<file path="src/rtl/sync_pkg.sv">
`default_nettype none
// ============================================================================
// Module   : sync_pkg
// Brief    : Gray-to-binary, popcount>1 helpers and stage limits
// Revision : 1.0 - initial release
// ============================================================================
package sync_pkg;

  localparam int STAGES_MIN = 2;
  localparam int STAGES_MAX = 4;
  localparam int PTR_W_MAX  = 32;

  // Upper zero bits do not disturb the conversion, so narrower pointers are
  // zero-extended into this width and truncated afterwards.
  function automatic logic [PTR_W_MAX-1:0] gray2bin(input logic [PTR_W_MAX-1:0] gray);
    logic [PTR_W_MAX-1:0] bin;
    bin[PTR_W_MAX-1] = gray[PTR_W_MAX-1];
    for (int i = PTR_W_MAX - 2; i >= 0; i--) begin
      bin[i] = bin[i+1] ^ gray[i];
    end
    return bin;
  endfunction

  function automatic logic popcount_gt1(input logic [PTR_W_MAX-1:0] vec);
    return (vec & (vec - PTR_W_MAX'(1))) != '0;
  endfunction

endpackage
`default_nettype wire

</file>
<file path="src/rtl/sync_chain.sv">
`default_nettype none
// ============================================================================
// Module   : sync_chain
// Brief    : STAGES-deep flip-flop synchronizer, synchronous active-low reset
// Revision : 1.0 - initial release
// ============================================================================
module sync_chain
  import sync_pkg::*;
#(
  parameter int WIDTH  = 5,
  parameter int STAGES = 2
) (
  input  logic             D_CLK,
  input  logic             D_rst_n,
  input  logic [WIDTH-1:0] Din,
  output logic [WIDTH-1:0] Dout
);

  if (STAGES < STAGES_MIN || STAGES > STAGES_MAX) begin : g_bad_stages
    $error("sync_chain: STAGES out of legal range");
  end

  logic [WIDTH-1:0] r_stage [STAGES];

  always_ff @(posedge D_CLK) begin
    if (!D_rst_n) begin
      for (int k = 0; k < STAGES; k++) begin
        r_stage[k] <= '0;
      end
    end else begin
      r_stage[0] <= Din;
      for (int k = 1; k < STAGES; k++) begin
        r_stage[k] <= r_stage[k-1];
      end
    end
  end

  assign Dout = r_stage[STAGES-1];

endmodule
`default_nettype wire

</file>
<file path="src/rtl/gray_ptr_sync.sv">
`default_nettype none
// ============================================================================
// Module   : gray_ptr_sync
// Brief    : Gray pointer CDC synchronizer with binary output, change pulse
//            and optional multi-bit-change checker (GRAY_PTR_SYNC_CHECK_EN)
// Revision : 1.0 - initial release
// ============================================================================
module gray_ptr_sync
  import sync_pkg::*;
#(
  parameter int ADDR_WIDTH = 4,
  parameter int STAGES     = 2
) (
  input  logic                D_CLK,
  input  logic                D_rst_n,
  input  logic [ADDR_WIDTH:0] Src_ptr_gray,
  input  logic                Err_clr,
  output logic [ADDR_WIDTH:0] Dq_ptr_gray,
  output logic [ADDR_WIDTH:0] Dq_ptr_bin,
  output logic                Ptr_chg,
  output logic                Sync_vld,
  output logic                Gray_err
);

  localparam int                 c_pw      = ADDR_WIDTH + 1;
  localparam int                 c_cnt_w   = $clog2(STAGES + 2);
  localparam logic [c_cnt_w-1:0] c_cnt_max = c_cnt_w'(STAGES + 1);

  if (c_pw >= PTR_W_MAX) begin : g_bad_width
    $error("gray_ptr_sync: ADDR_WIDTH too large");
  end

  logic [c_pw-1:0]      w_sync_gray;
  logic [c_pw-1:0]      r_prev_gray;
  logic [c_pw-1:0]      r_bin;
  logic                 r_chg;
  logic [c_cnt_w-1:0]   r_cnt;
  logic                 w_vld;
  logic [PTR_W_MAX-1:0] w_bin_wide;
  logic                 w_unused_bin_hi;

  sync_chain #(
    .WIDTH  (c_pw),
    .STAGES (STAGES)
  ) u_sync_chain (
    .D_CLK   (D_CLK),
    .D_rst_n (D_rst_n),
    .Din     (Src_ptr_gray),
    .Dout    (w_sync_gray)
  );

  assign w_bin_wide      = gray2bin(PTR_W_MAX'(w_sync_gray));
  assign w_unused_bin_hi = |w_bin_wide[PTR_W_MAX-1:c_pw];
  assign w_vld           = (r_cnt == c_cnt_max);

  // Previous-value register and binary register update together, so the
  // change pulse lines up with the new binary value.
  always_ff @(posedge D_CLK) begin
    if (!D_rst_n) begin
      r_prev_gray <= '0;
      r_bin       <= '0;
      r_chg       <= 1'b0;
      r_cnt       <= '0;
    end else begin
      r_prev_gray <= w_sync_gray;
      r_bin       <= w_bin_wide[c_pw-1:0];
      r_chg       <= w_vld && (w_sync_gray != r_prev_gray);
      if (r_cnt != c_cnt_max) begin
        r_cnt <= r_cnt + c_cnt_w'(1);
      end
    end
  end

  assign Dq_ptr_gray = w_sync_gray;
  assign Dq_ptr_bin  = r_bin;
  assign Ptr_chg     = r_chg;
  assign Sync_vld    = w_vld;

`ifdef GRAY_PTR_SYNC_CHECK_EN
  logic [c_pw-1:0] w_delta;
  logic            w_err_set;
  logic            r_gray_err;

  assign w_delta   = w_sync_gray ^ r_prev_gray;
  assign w_err_set = w_vld && popcount_gt1(PTR_W_MAX'(w_delta));

  // A new violation takes priority over a coincident clear.
  always_ff @(posedge D_CLK) begin
    if (!D_rst_n) begin
      r_gray_err <= 1'b0;
    end else if (w_err_set) begin
      r_gray_err <= 1'b1;
    end else if (Err_clr) begin
      r_gray_err <= 1'b0;
    end
  end

  assign Gray_err = r_gray_err;
`else
  logic w_unused_err_clr;
  assign w_unused_err_clr = Err_clr;
  assign Gray_err         = 1'b0;
`endif

endmodule
`default_nettype wire
</file>
<file path="config.mk">
export PLATFORM = sky130hd
export DESIGN_NAME = gray_ptr_sync
export DESIGN_NICKNAME = d
export VERILOG_FILES = /design/src/rtl/sync_pkg.sv /design/src/rtl/sync_chain.sv /design/src/rtl/gray_ptr_sync.sv
export SDC_FILE = /design/constraint.sdc
export NUM_CORES = 1
export LEC_CHECK = 0
export BUFFER_PORTS_ARGS = -buffer_cell sky130_fd_sc_hd__buf_2
export CORE_MARGIN = 8
export CORE_UTILIZATION = 45
export CTS_CLUSTER_DIAMETER = 80
export CTS_CLUSTER_SIZE = 25
export DETAILED_ROUTE_END_ITERATION = 10
export PLACE_DENSITY = 0.66
export SETUP_SLACK_MARGIN = 0.15
export SYNTH_ARGS = -nofsm -noshare
export SYNTH_HDL_FRONTEND = slang
export SYNTH_SLANG_ARGS = --single-unit
</file>
<file path="constraint.sdc">
create_clock -name D_CLK -period 3.54 [get_ports D_CLK]
set_clock_uncertainty 0.2 [all_clocks]
set_input_delay 0 -clock D_CLK [delete_from_list [all_inputs] [get_ports D_CLK]]
set_output_delay 0 -clock D_CLK [all_outputs]
set_load 0.005 [all_outputs]
</file>
==> results.sh <==
export IMPL_outcome="finished, final reports clean"
export IMPL_grt_usage_pct=7.21
export IMPL_syn_to_final_growth_pct=24.8
export IMPL_fmax_mhz=654
export IMPL_min_path_cells=1
export IMPL_powerDensity_nw_per_um2=464
export IMPL_vias=474
export IMPL_synth_top_family_by_area="simple AND/OR/NAND/NOR gates"
export IMPL_synthAdderAreaFrac_pct=1.57
export IMPL_drc=0
export IMPL_synth_avg_cell_area_um2=11.7
export IMPL_ant_nets=0
export IMPL_synth_top_cell_by_area="dfxtp_1"
export IMPL_leakage_nw=0.485
export IMPL_holdWs_ps=244
export IMPL_end_kind="register"
export IMPL_tns_ps=0
export IMPL_die_y_um=58.1
export IMPL_layout_drive_gt1_share_pct=28.3
export IMPL_die_x_um=58.1
export IMPL_viasPerCell=4.35
export IMPL_postSynthCellCount=68
export IMPL_grt_pass1_wl_um=1830
export IMPL_grt_pass1_vias=435
export IMPL_wl_um=1190
export IMPL_synth_xor_area_share_pct=14.8
export IMPL_dieArea_um2=3370
export IMPL_antenna_found_initial=0
export IMPL_cts_htree_levels=1
export IMPL_multi_input_area_um2=295
export IMPL_grt_setup_unrepaired="no"
export IMPL_start_util_pct=47.1
export IMPL_cts_root_buf="clkbuf_4"
export IMPL_cp_start_kind="register"
export IMPL_reg2reg_depth=3
export IMPL_dpl_cell_count=94
export IMPL_port_buffers=18
export IMPL_firstDrtPassIters=2
export IMPL_synthMuxAreaShare_pct=1.26
export IMPL_yosysSeqAreaShare_pct=55.3
export IMPL_synth_compound_area_share_pct=0.786
export IMPL_criticalPathCategory="reg2reg"
export IMPL_diodes=0
export IMPL_cts_buffers=3
export IMPL_core_um2=1690
export IMPL_synthSimpleGateAreaFrac_pct=18.2
export IMPL_placementRows=15
export IMPL_hold_path_class="reg2reg"
export IMPL_setup_viol=0
export IMPL_drtIter0Drc=6
export IMPL_worstPathRequired_ps=3530
export IMPL_ys_seq_elements=22
export IMPL_nNetsFinal=102
export IMPL_fin_util_pct=58.8
export IMPL_cp_max_fo=5
export IMPL_io_pins=21
export IMPL_grt_max_degree=23
export IMPL_tritoncts="yes"
export IMPL_max_clock_path_buffers=2
export IMPL_syn_area_um2=796
export IMPL_finalCritPeriodShare_pct=43.2
export IMPL_clk_pin_slew_ps=120
export IMPL_postCtsSetupBuffers=0
export IMPL_gp_congestion=0.649
export IMPL_fin_crit_ps=1530
export IMPL_ir_drop_uv=283
export IMPL_instances_no_fill=109
export IMPL_fillerInstances=148
export IMPL_insertion_delay_ps=290
export IMPL_synth_cell_types=17
export IMPL_cts_sinks=22
export IMPL_maxSlewViolCount=0
export IMPL_cts_resized=0
export IMPL_finalHoldViolCount=0
export IMPL_dp_slack_ps=2020
export IMPL_worst_slack_ps=2010
export IMPL_drv_cap=0
export IMPL_grt_overflow=0
export IMPL_avgRoutedWirePerCell_um=10.9
export IMPL_regArea_um2=440
export IMPL_syn_num_nets=77
export IMPL_netlist_top_cells_area="dfxtp_1, and2_1, buf_4, xor2_1, xnor2_1"
export IMPL_synth_top_area_share_pct=55.3
export IMPL_worstPathArrival_ps=1520
export IMPL_yosysWarnings=0
area by class of cell:
| class | count | share of cell area, % |
|---|---|---|
| sequential | 22 | 44.3 |
| tap | 17 | 2.14 |
| clock buffer | 4 | 3.65 |
| multi-input combinational | 37 | 29.7 |
| timing repair buffer | 29 | 20.2 |
critical path, stage by stage, from the launching register on:
cell and delay [ps]:
dfxtp_1 430, xor3_2 500, xor2_1 150, and2_1 150
cell usage after synthesis (all sizes together):
cell,number
a31oi,1
and2,19
buf,7
clkbuf,2
conb,1
dfxtp,22
ha,1
mux2i,1
nand2,1
nor2b,2
nor3,1
xnor2,3
xnor3,1
xor2,5
xor3,1
flip-flops by register name (all words and copies together), names as in the netlist:
register,count
Dq_ptr_bin,4
Ptr_chg,1
r_cnt,2
r_prev_gray,5
u_sync_chain.r_stage,10
power by group:
group          total (mW)  leakage [nW]  internal [mW]  switching, mW
Sequential          0.272         0.181          0.264        0.00847
Combinational      0.0584         0.283         0.0374         0.0210
Clock               0.131        0.0210         0.0625         0.0680
Total               0.461         0.485          0.364         0.0974
layer usage:
metal	GRT usage (%)	routed length, um
met1	6.91	501
met2	12.1	551
met3	3.53	100
met4	4.55	34
met5	0	0
final timing paths:
path | from | endpoint | slack [ps]
max | u_sync_chain.r_stage[0][8]$_SDFF_PN0_ | Dq_ptr_bin[1]$_SDFF_PN0_ | 2010
min | u_sync_chain.r_stage[0][0]$_SDFF_PN0_ | u_sync_chain.r_stage[0][5]$_SDFF_PN0_ | 240
max reg2reg | u_sync_chain.r_stage[0][8]$_SDFF_PN0_ | Dq_ptr_bin[1]$_SDFF_PN0_ | 2010
min reg2reg | u_sync_chain.r_stage[0][0]$_SDFF_PN0_ | u_sync_chain.r_stage[0][5]$_SDFF_PN0_ | 240
stage by stage:
stage	instance area (um2)	total power [mW]
5_1_grt	993	0.486
3_5_place_dp	847	0.328
2_1_floorplan	796	0.315
6_report	993	0.461
3_3_place_gp	847	0.326
4_1_cts	993	0.466
kinds of logic (layout without fill, tap and decap cells):
| kind of cell | count (synthesis) | count (layout) |
|---|---|---|
| buffers and inverters | 9 | 33 |
| other | 1 | 1 |
| AOI/OAI and AO/OA | 1 | 1 |
| adders and majority gates | 1 | 1 |
| muxes | 1 | 1 |
| and+or+nand+nor | 23 | 23 |
| DFF | 22 | 22 |
| xor gates and xnor gates | 10 | 10 |
layout by cell type, fill, tap and decap left out, types with 2 or more instances in the layout:
master / n
and2_1: 17
and2_2: 2
buf_2: 18
clkbuf_4: 3
dfxtp_1: 22
dlygate4sd3_1: 11
xnor2_1: 3
xor2_1: 5
timing repair:
item | in CTS | in global routing
hold buffers | 11 | 0
setup endpoints to repair | 0 | 0
endpoints found under the hold margin | 22 | 0
No activity file was read; power rests on OpenSTA's default activity.
